<file path="src/rtl/alu_mul_seq.sv">
// alu_mul_seq: 32x32 unsigned shift-and-add multiplier
// borrowing the shared ALU adder; datapath passthrough when idle.
module alu_mul_seq (
  input  logic        clk,
  input  logic        rst_n,
  input  logic        start,
  input  logic [31:0] op_a,
  input  logic [31:0] op_b,
  output logic        busy,
  output logic        done,
  output logic [31:0] prod_hi,
  output logic [31:0] prod_lo,
  output logic        dp_stall,
  input  logic [31:0] dp_a,
  input  logic [31:0] dp_b,
  input  logic [3:0]  dp_ctl,
  output logic [31:0] alu_a,
  output logic [31:0] alu_b,
  output logic [3:0]  alu_ctl,
  input  logic [31:0] alu_res
);

  typedef enum logic [1:0] {
    S_IDLE,
    S_RUN,
    S_DONE
  } state_t;

  localparam logic [3:0] CTL_ADD = 4'b0010;

  state_t      state;
  logic [31:0] mcand;
  logic [31:0] acc_hi;
  logic [31:0] acc_lo;
  logic [4:0]  cnt;
  logic        run;
  logic        carry;
  logic [31:0] nxt_hi;
  logic [31:0] nxt_lo;

  assign run = (state == S_RUN);

  // ALU owner mux: sequencer in RUN, datapath otherwise
  always_comb begin
    alu_a   = dp_a;
    alu_b   = dp_b;
    alu_ctl = dp_ctl;
    if (run) begin
      alu_a   = acc_hi;
      alu_b   = acc_lo[0] ? mcand : 32'd0;
      alu_ctl = CTL_ADD;
    end
  end

  // ALU has no carry out; a wrapped sum is smaller than an addend
  assign carry  = (alu_res < acc_hi);
  assign nxt_hi = {carry, alu_res[31:1]};
  assign nxt_lo = {alu_res[0], acc_lo[31:1]};

  // Sequencer FSM with registered status outputs
  always_ff @(posedge clk or negedge rst_n) begin
    if (!rst_n) begin
      state    <= S_IDLE;
      mcand    <= '0;
      acc_hi   <= '0;
      acc_lo   <= '0;
      cnt      <= '0;
      prod_hi  <= '0;
      prod_lo  <= '0;
      busy     <= 1'b0;
      done     <= 1'b0;
      dp_stall <= 1'b0;
    end else begin
      unique case (state)
        S_IDLE, S_DONE: begin
          done <= 1'b0;
          if (start) begin
            mcand    <= op_a;
            acc_hi   <= '0;
            acc_lo   <= op_b;
            cnt      <= '0;
            state    <= S_RUN;
            busy     <= 1'b1;
            dp_stall <= 1'b1;
          end else begin
            state    <= S_IDLE;
            busy     <= 1'b0;
            dp_stall <= 1'b0;
          end
        end
        S_RUN: begin
          acc_hi <= nxt_hi;
          acc_lo <= nxt_lo;
          cnt    <= cnt + 5'd1;
          if (cnt == 5'd31) begin
            prod_hi  <= nxt_hi;
            prod_lo  <= nxt_lo;
            state    <= S_DONE;
            done     <= 1'b1;
            dp_stall <= 1'b0;
          end
        end
        default: begin
          state    <= S_IDLE;
          busy     <= 1'b0;
          done     <= 1'b0;
          dp_stall <= 1'b0;
        end
      endcase
    end
  end

endmodule
</file>
<file path="config.mk">
export PLATFORM = sky130hd
export DESIGN_NAME = alu_mul_seq
export DESIGN_NICKNAME = d
export VERILOG_FILES = /design/src/rtl/alu_mul_seq.sv
export SDC_FILE = /design/constraint.sdc
export NUM_CORES = 1
export LEC_CHECK = 0
export BUFFER_PORTS_ARGS = -buffer_cell sky130_fd_sc_hd__buf_4
export CORE_UTILIZATION = 35
export CTS_BUF_LIST = sky130_fd_sc_hd__clkbuf_4
export DETAILED_ROUTE_END_ITERATION = 10
export PLACE_DENSITY = 0.71
export SLEW_MARGIN = 20
export SYNTH_ARGS = -nofsm -noshare
export SYNTH_HDL_FRONTEND = slang
export SYNTH_SLANG_ARGS = --single-unit
</file>
<file path="constraint.sdc">
create_clock -name clk -period 2.09 [get_ports clk]
set_clock_uncertainty 0.1 [all_clocks]
set_input_delay 0.418 -clock clk [delete_from_list [all_inputs] [get_ports clk]]
set_output_delay 0.418 -clock clk [all_outputs]
set_load 0.03 [all_outputs]
</file>
==> results of run 1 <==
## worst min-delay path: stages
cell and delay (ns):
buf_4 0.09, buf_4 0.09, mux2_1 0.11
## path summary, 6_finish.rpt
check	endpoint
setup / recovery	alu_a[31]
hold / removal	prod_hi[23]
setup reg to reg	acc_hi[31]
hold reg to reg	acc_lo[0]
max in group asynchronous	mcand[14]
min in group asynchronous	acc_hi[15]
## logic make-up after synthesis
| kind of cell | Yosys count |
|---|---|
| AOI/OAI and AO/OA | 126 |
| adders and majority gates | 33 |
| buffers and inverters | 84 |
| DFF | 169 |
| muxes | 63 |
| and+or+nand+nor | 334 |
## routing by layer
layer | wire length, um | up-vias | part of all wire (%)
li1 | - | 3610 | -
met1 | 10800 | 3633 | 41
met2 | 13100 | 280 | 50
met3 | 1440 | 67 | 5.5
met4 | 1030 | 0 | 3.9
met5 | 0 | - | 0
## stage by stage
stage               cell area (um^2)  cells  util [%]  hold slack [ns]  total power [W]
floorplan                       8000    809         -           0.0224           0.0105
global placement               11000   1398      50.0            0.279           0.0137
detailed placement             11000   1398      50.0            0.280           0.0139
CTS                            12500   1520      56.8           0.0281           0.0167
global route                   13100   1540      59.4           0.0175           0.0187
finish                         13100   1540      59.4           0.0777           0.0177
## synthesized netlist by cell type
library cell / n / share of area [%]
a22oi_1: 32 / 3.0
dfrtp_1: 169 / 53
and2_1: 3 / 0.24
nand2_1: 269 / 13
nor2b_1: 4 / 0.32
nand4_1: 5 / 0.40
or4_1: 2 / 0.19
buf_1: 6 / 0.28
a21o_1: 2 / 0.19
o21ai_0: 37 / 2.3
nor3_1: 2 / 0.13
inv_1: 33 / 1.6
a211oi_1: 1 / 0.095
nand2b_1: 4 / 0.32
o21ai_1: 2 / 0.13
o21a_1: 1 / 0.095
a2111oi_0: 2 / 0.22
buf_2: 6 / 0.38
a22o_1: 35 / 3.9
nand3_1: 35 / 2.2
and4_1: 2 / 0.22
nor2_1: 6 / 0.28
and3_1: 1 / 0.079
a21oi_1: 10 / 0.63
ha_1: 33 / 5.2
mux2_1: 63 / 9.0
clkbuf_1: 39 / 1.9
o31ai_1: 1 / 0.095
a2bb2oi_1: 1 / 0.11
a31oi_1: 1 / 0.079
and2_0: 1 / 0.079
a221oi_1: 1 / 0.11
## sequential cells by signal (all words and copies together), names as in the netlist
name	cells
acc_lo	32
prod_lo	32
busy	1
cnt	5
acc_hi	32
dp_stall	1
state	2
mcand	32
prod_hi	32
## power by group through the flow
stage	combinational, W	sequential (W)	clock [W]
2_1_floorplan	0.00476	0.00573	0
3_3_place_gp	0.00851	0.00521	0
3_5_place_dp	0.00861	0.00526	0
4_1_cts	0.00951	0.00519	0.00197
5_1_grt	0.0112	0.00537	0.00211
6_report	0.0106	0.00521	0.00189
## repair_timing
item                                    4_1_cts  5_1_grt
endpoints found under the setup margin       70      113
cloned                                        1       11
hold buffers                                 80        0
gates resized for setup                      83       84
endpoints found under the hold margin       131        0
setup buffers                                 9        8
pin swaps                                     4       44
## layout make-up
type / instances / area (um^2)
multi-input cells: 557 / 3820
clock buffers: 20 / 150
clock inverters: 12 / 125
diodes: 1 / 2.50
fillers: 1779 / 8910
inverters: 33 / 124
well taps: 280 / 350
repair buffers: 468 / 4250
flip-flops and latches: 169 / 4230
==> impl_metrics.json, run 1 <==
{
  "fp.dieW_um": 152,
  "cp.depth": 7,
  "switching_power_w": 0.00783,
  "core_area_um2": 22000,
  "gp_congestion": 0.779,
  "synth_fa_ha_area_share_pct": 5.22,
  "clkPwrFrac_pct": 10.7,
  "yosysWarnings": 0,
  "synth_compound_area_share_pct": 11.0,
  "worstSetupEndpointType": "output pin",
  "grt_pass1_vias": 7678,
  "crit_required_ns": 1.57,
  "min_path_cells": 3,
  "io_buffer_count": 301,
  "drt-pass1-iter-count": 8,
  "worstSetupPathType": "flop to output pin",
  "path_buf_inv": 4,
  "start_util_pct": 36.0,
  "post_drt_wl_per_cell_um": 17.1,
  "gr-usage-met3_pct": 4.15,
  "tightest_slew_ns": 0.788,
  "ff2ff_setup_slack_ns": -0.02,
  "swShare_pct": 44.3,
  "finalHoldViolCount": 0,
  "run_status": "complete, but fails checks",
  "nets": 1446,
  "grt_usage_pct": 21.0,
  "synthSimpleGateAreaFrac_pct": 17.2,
  "viasPerCell": 4.93,
  "path_cells": "buf_6, nand2b_4, buf_6, clkbuf_16, nand2_2, o21ai_1, buf_4",
  "synthXorXnorAreaFrac_pct": 0,
  "yosysSeqAreaShare_pct": 53.5,
  "clk_pin_slew_worst_paths_ns": 0.15,
  "violations": "DRC, setup timing",
  "synth_seq_cells": 169,
  "max_cap_viol_count": 0,
  "fin_ws_ns": -0.298,
  "dpl.hpwl_mm": 16.2,
  "p_seq_share_pct": 29.5,
  "clock_latency_ns": 0.54,
  "syn_nets": 1009,
  "ios": 302,
  "slowest_stage": "dfrtp_2",
  "slowest_delay_ns": 0.44,
  "cts_tree": "built",
  "grt_setup_unrepaired": "true",
  "syn_area_per_cell_um2": 9.77,
  "cts_buffers": 17,
  "leakage_nw": 6.57,
  "peakVddDrop_mv": 0.637,
  "hold_start": "alu_res[24]",
  "final_common_cell": "buf_4",
  "yosysUniqueCellTypes": 32,
  "fin_tns_setup_ns": -15.58,
  "period_minus_slack_ns": 2.39,
  "cts_root_buffer": "clkbuf_4",
  "clockBufferDepth": 2,
  "grt_start_max_net_pins": 65,
  "p_int_w": 0.00983,
  "htreeDepth": 4,
  "syn2layout_area_growth_pct": 65.0,
  "maxSlewViolCount": 0,
  "synthMuxAreaShare_pct": 8.97,
  "clock_sinks": 169,
  "vias": 7590,
  "path_max_fanout": 7,
  "max_freq_mhz": 419,
  "antenna_found_initial": 1,
  "drtIter0Drc": 403,
  "drive_gt1_share_pct": 41.1,
  "power.density_nw_per_um2": 1350,
  "syn_inst": 809,
  "netlist_area_um2": 7910,
  "arrival_ns": 1.87,
  "die_area_um2": 23200,
  "fin_crit_sh_pct": 114,
  "antenna_left": 0,
  "setup_violations": 70,
  "busiest_layer": "met2",
  "final_cell_mix": "297 x buf_4, 227 x nand2_1, 168 x dfrtp_1",
  "hp-class": "primary input to flop",
  "max_slew_margin_pct": 47.4,
  "die_y_um": 152,
  "cp_top_family": "buffers and inverters",
  "ff2ff_path_depth": 8,
  "drcViolationCount": 24,
  "synth_top_family_by_area": "simple AND/OR/NAND/NOR gates",
  "num_rows": 54,
  "grt_pass1_wl_mm": 38.9,
  "grtUsageMet2_pct": 36.4,
  "place_worst_setup_slack_ns": -0.310,
  "cp-start-kind": "flop",
  "grt-ovfl-total": 0,
  "totalWireLength_mm": 26.3,
  "startpoint": "state[0]",
  "pwr-share-comb_pct": 59.8,
  "grt_use_met1_pct": 25.7,
  "cpMostUsedCell": "buf_6",
  "timing.rr.start": "acc_hi[15]"
}
Power figures use the tool's default switching activity.
==> run 2: changes to the inputs <==
--- a/config.mk
+++ b/config.mk
@@ -10,6 +10,7 @@
 export CTS_BUF_LIST = sky130_fd_sc_hd__clkbuf_4
 export DETAILED_ROUTE_END_ITERATION = 10
 export PLACE_DENSITY = 0.71
+export RECOVER_POWER = 50
 export SLEW_MARGIN = 20
 export SYNTH_ARGS = -nofsm -noshare
 export SYNTH_HDL_FRONTEND = slang
==> run 2 against run 1 <==
The flow still finishes with violations (DRC, setup timing). Sequential cell count unchanged. Via count about the same. Clock-buffer cell count unchanged. Sequential share of layout area increased by 0.062 points. Clock power about the same. Combinational power about the same.
==> impl_metrics.json, run 2 (synthesis results as in run 1) <==
{
  "run_status": "complete, but fails checks",
  "violations": "DRC, setup timing",
  "clockBufferDepth": 2,
  "n_fill_cell": 1782,
  "die_y_um": 152,
  "slowest_stage": "dfrtp_2",
  "p_int_w": 0.00982,
  "finalHoldViolCount": 0,
  "vias": 7595,
  "max_slew_margin_pct": 23.6,
  "final_common_cell": "buf_4",
  "drcViolationCount": 24,
  "fp.dieW_um": 152,
  "clock_sinks": 169,
  "num_rows": 54,
  "hold_slack_ns": 0.0787,
  "leakage_nw": 6.57,
  "drive_gt1_share_pct": 41.1,
  "timing.rr.start": "acc_hi[15]",
  "crit_required_ns": 1.57,
  "clock_latency_ns": 0.53,
  "syn2layout_area_growth_pct": 64.7,
  "viasPerCell": 4.93,
  "cts_tree": "built",
  "worstSetupEndpointType": "output pin",
  "dpl.hpwl_mm": 16.2,
  "grt_usage_pct": 21.0,
  "hold_start": "alu_res[24]",
  "cts_root_buffer": "clkbuf_4",
  "die_area_um2": 23200,
  "path_cells": "buf_6, nand2b_4, buf_6, clkbuf_16, nand2_2, o21ai_1, buf_4",
  "final_cell_mix": "292 x buf_4, 227 x nand2_1, 168 x dfrtp_1",
  "htreeDepth": 4,
  "max_cap_viol_count": 0,
  "max_freq_mhz": 419,
  "r2r_end": "acc_hi[31]",
  "fin_crit_sh_pct": 114,
  "p_total_w": 0.0176,
  "start_util_pct": 36.0,
  "path_buf_inv": 4,
  "hp-class": "primary input to flop",
  "grt_pass1_wl_mm": 38.9,
  "post_drt_wl_per_cell_um": 17.1,
  "cts_buffers": 17,
  "grt_pass1_vias": 7678,
  "cpMostUsedCell": "buf_6",
  "period_minus_slack_ns": 2.39,
  "cp.depth": 7,
  "grt_setup_unrepaired": "true",
  "ios": 302,
  "startpoint": "state[0]",
  "clk_pin_slew_worst_paths_ns": 0.15,
  "nets": 1446,
  "totalWireLength_mm": 26.3,
  "ff2ff_path_depth": 8,
  "core_area_um2": 22000,
  "ff_latch_area_um2": 4230,
  "pwr-share-comb_pct": 59.8,
  "grt-ovfl-total": 0,
  "worstSetupPathType": "flop to output pin",
  "tightest_slew_ns": 1.15,
  "endpoint": "alu_a[31]",
  "io_buffer_count": 301,
  "fin_ws_ns": -0.297,
  "slowest_delay_ns": 0.44,
  "power.density_nw_per_um2": 1350,
  "clkPwrFrac_pct": 10.7,
  "switching_power_w": 0.00782,
  "swShare_pct": 44.3,
  "peakVddDrop_mv": 0.636,
  "grt_start_max_net_pins": 65,
  "antenna_left": 0,
  "cp-start-kind": "flop",
  "drtIter0Drc": 406,
  "path_max_fanout": 7,
  "cp_top_family": "buffers and inverters",
  "gp_congestion": 0.779,
  "p_seq_share_pct": 29.5,
  "multi_input_area_um2": 3820,
  "arrival_ns": 1.87,
  "drt-pass1-iter-count": 8,
  "antenna_found_initial": 1,
  "setup_violations": 70,
  "maxSlewViolCount": 0,
  "ff2ff_setup_slack_ns": -0.02
}
==> run 2: cell count changes in the layout (fill, tap and decap cells not counted) <==
cell / delta
buf_4: -5
clkbuf_2: +5
buf_12: -1
clkbuf_4: +1
==> run 2: area by class of cell <==
cell class	count	share of cell area (%)
repair buffers	468	32.4
diodes	1	0.0192
clock inverters	12	0.961
multi-input cells	557	29.3
inverters	33	0.951
clock buffers	20	1.15
well taps	280	2.69
flip-flops and latches	169	32.5
==> run 2: worst min path at each step <==
stage,endpoint,slack (ns),depth (start not counted)
finish,prod_hi[23],0.08,3
global route,acc_hi[28],0.02,3
CTS,prod_hi[23],0.03,3
detailed placement,prod_hi[9],0.28,1
global placement,prod_hi[8],0.28,1
floorplan,acc_hi[0],0.02,0
==> run 2: tightest hold or removal path, cell delays in order <==
cell	delay [ns]
buf_4	0.09
buf_4	0.09
mux2_1	0.11
==> run 2: routing by layer <==
| layer | part of all wire [%] | track usage [%] | vias to the layer above |
|---|---|---|---|
| met1 | 41 | 25.7 | 3636 |
| met4 | 3.9 | 8.21 | 0 |
| met3 | 5.5 | 4.15 | 67 |
| li1 | - | - | 3611 |
| met5 | 0 | 0 | - |
| met2 | 50 | 36.4 | 281 |
==> run 2: what timing repair did <==
action                                 in CTS  in global routing
hold buffers                               80                  0
endpoints found under the hold margin     131                  0
pin swaps                                   4                 44
gates cloned                                1                 11
gates resized for setup                    83                 84
setup buffers                               9                  8
setup endpoints to repair                  70                113
==> run 2: stage by stage <==
stage	TNS (ns)	area, um^2	cells	setup slack, ns	util (%)
2_1_floorplan	-0.904	8000	809	-0.226	-
4_1_cts	-15.39	12500	1520	-0.274	56.8
5_1_grt	-25.24	13000	1540	-0.448	59.3
6_report	-15.57	13000	1540	-0.297	59.3
3_5_place_dp	-0.601	11000	1398	-0.310	50.0
3_3_place_gp	-0.508	11000	1398	-0.263	50.0
==> run 2: power by group through the flow <==
stage          logic, W  registers (W)  clock network (W)
5_1_grt          0.0112        0.00537            0.00211
3_3_place_gp    0.00851        0.00521                  0
6_report         0.0105        0.00521            0.00189
3_5_place_dp    0.00861        0.00526                  0
2_1_floorplan   0.00476        0.00573                  0
4_1_cts         0.00951        0.00519            0.00197
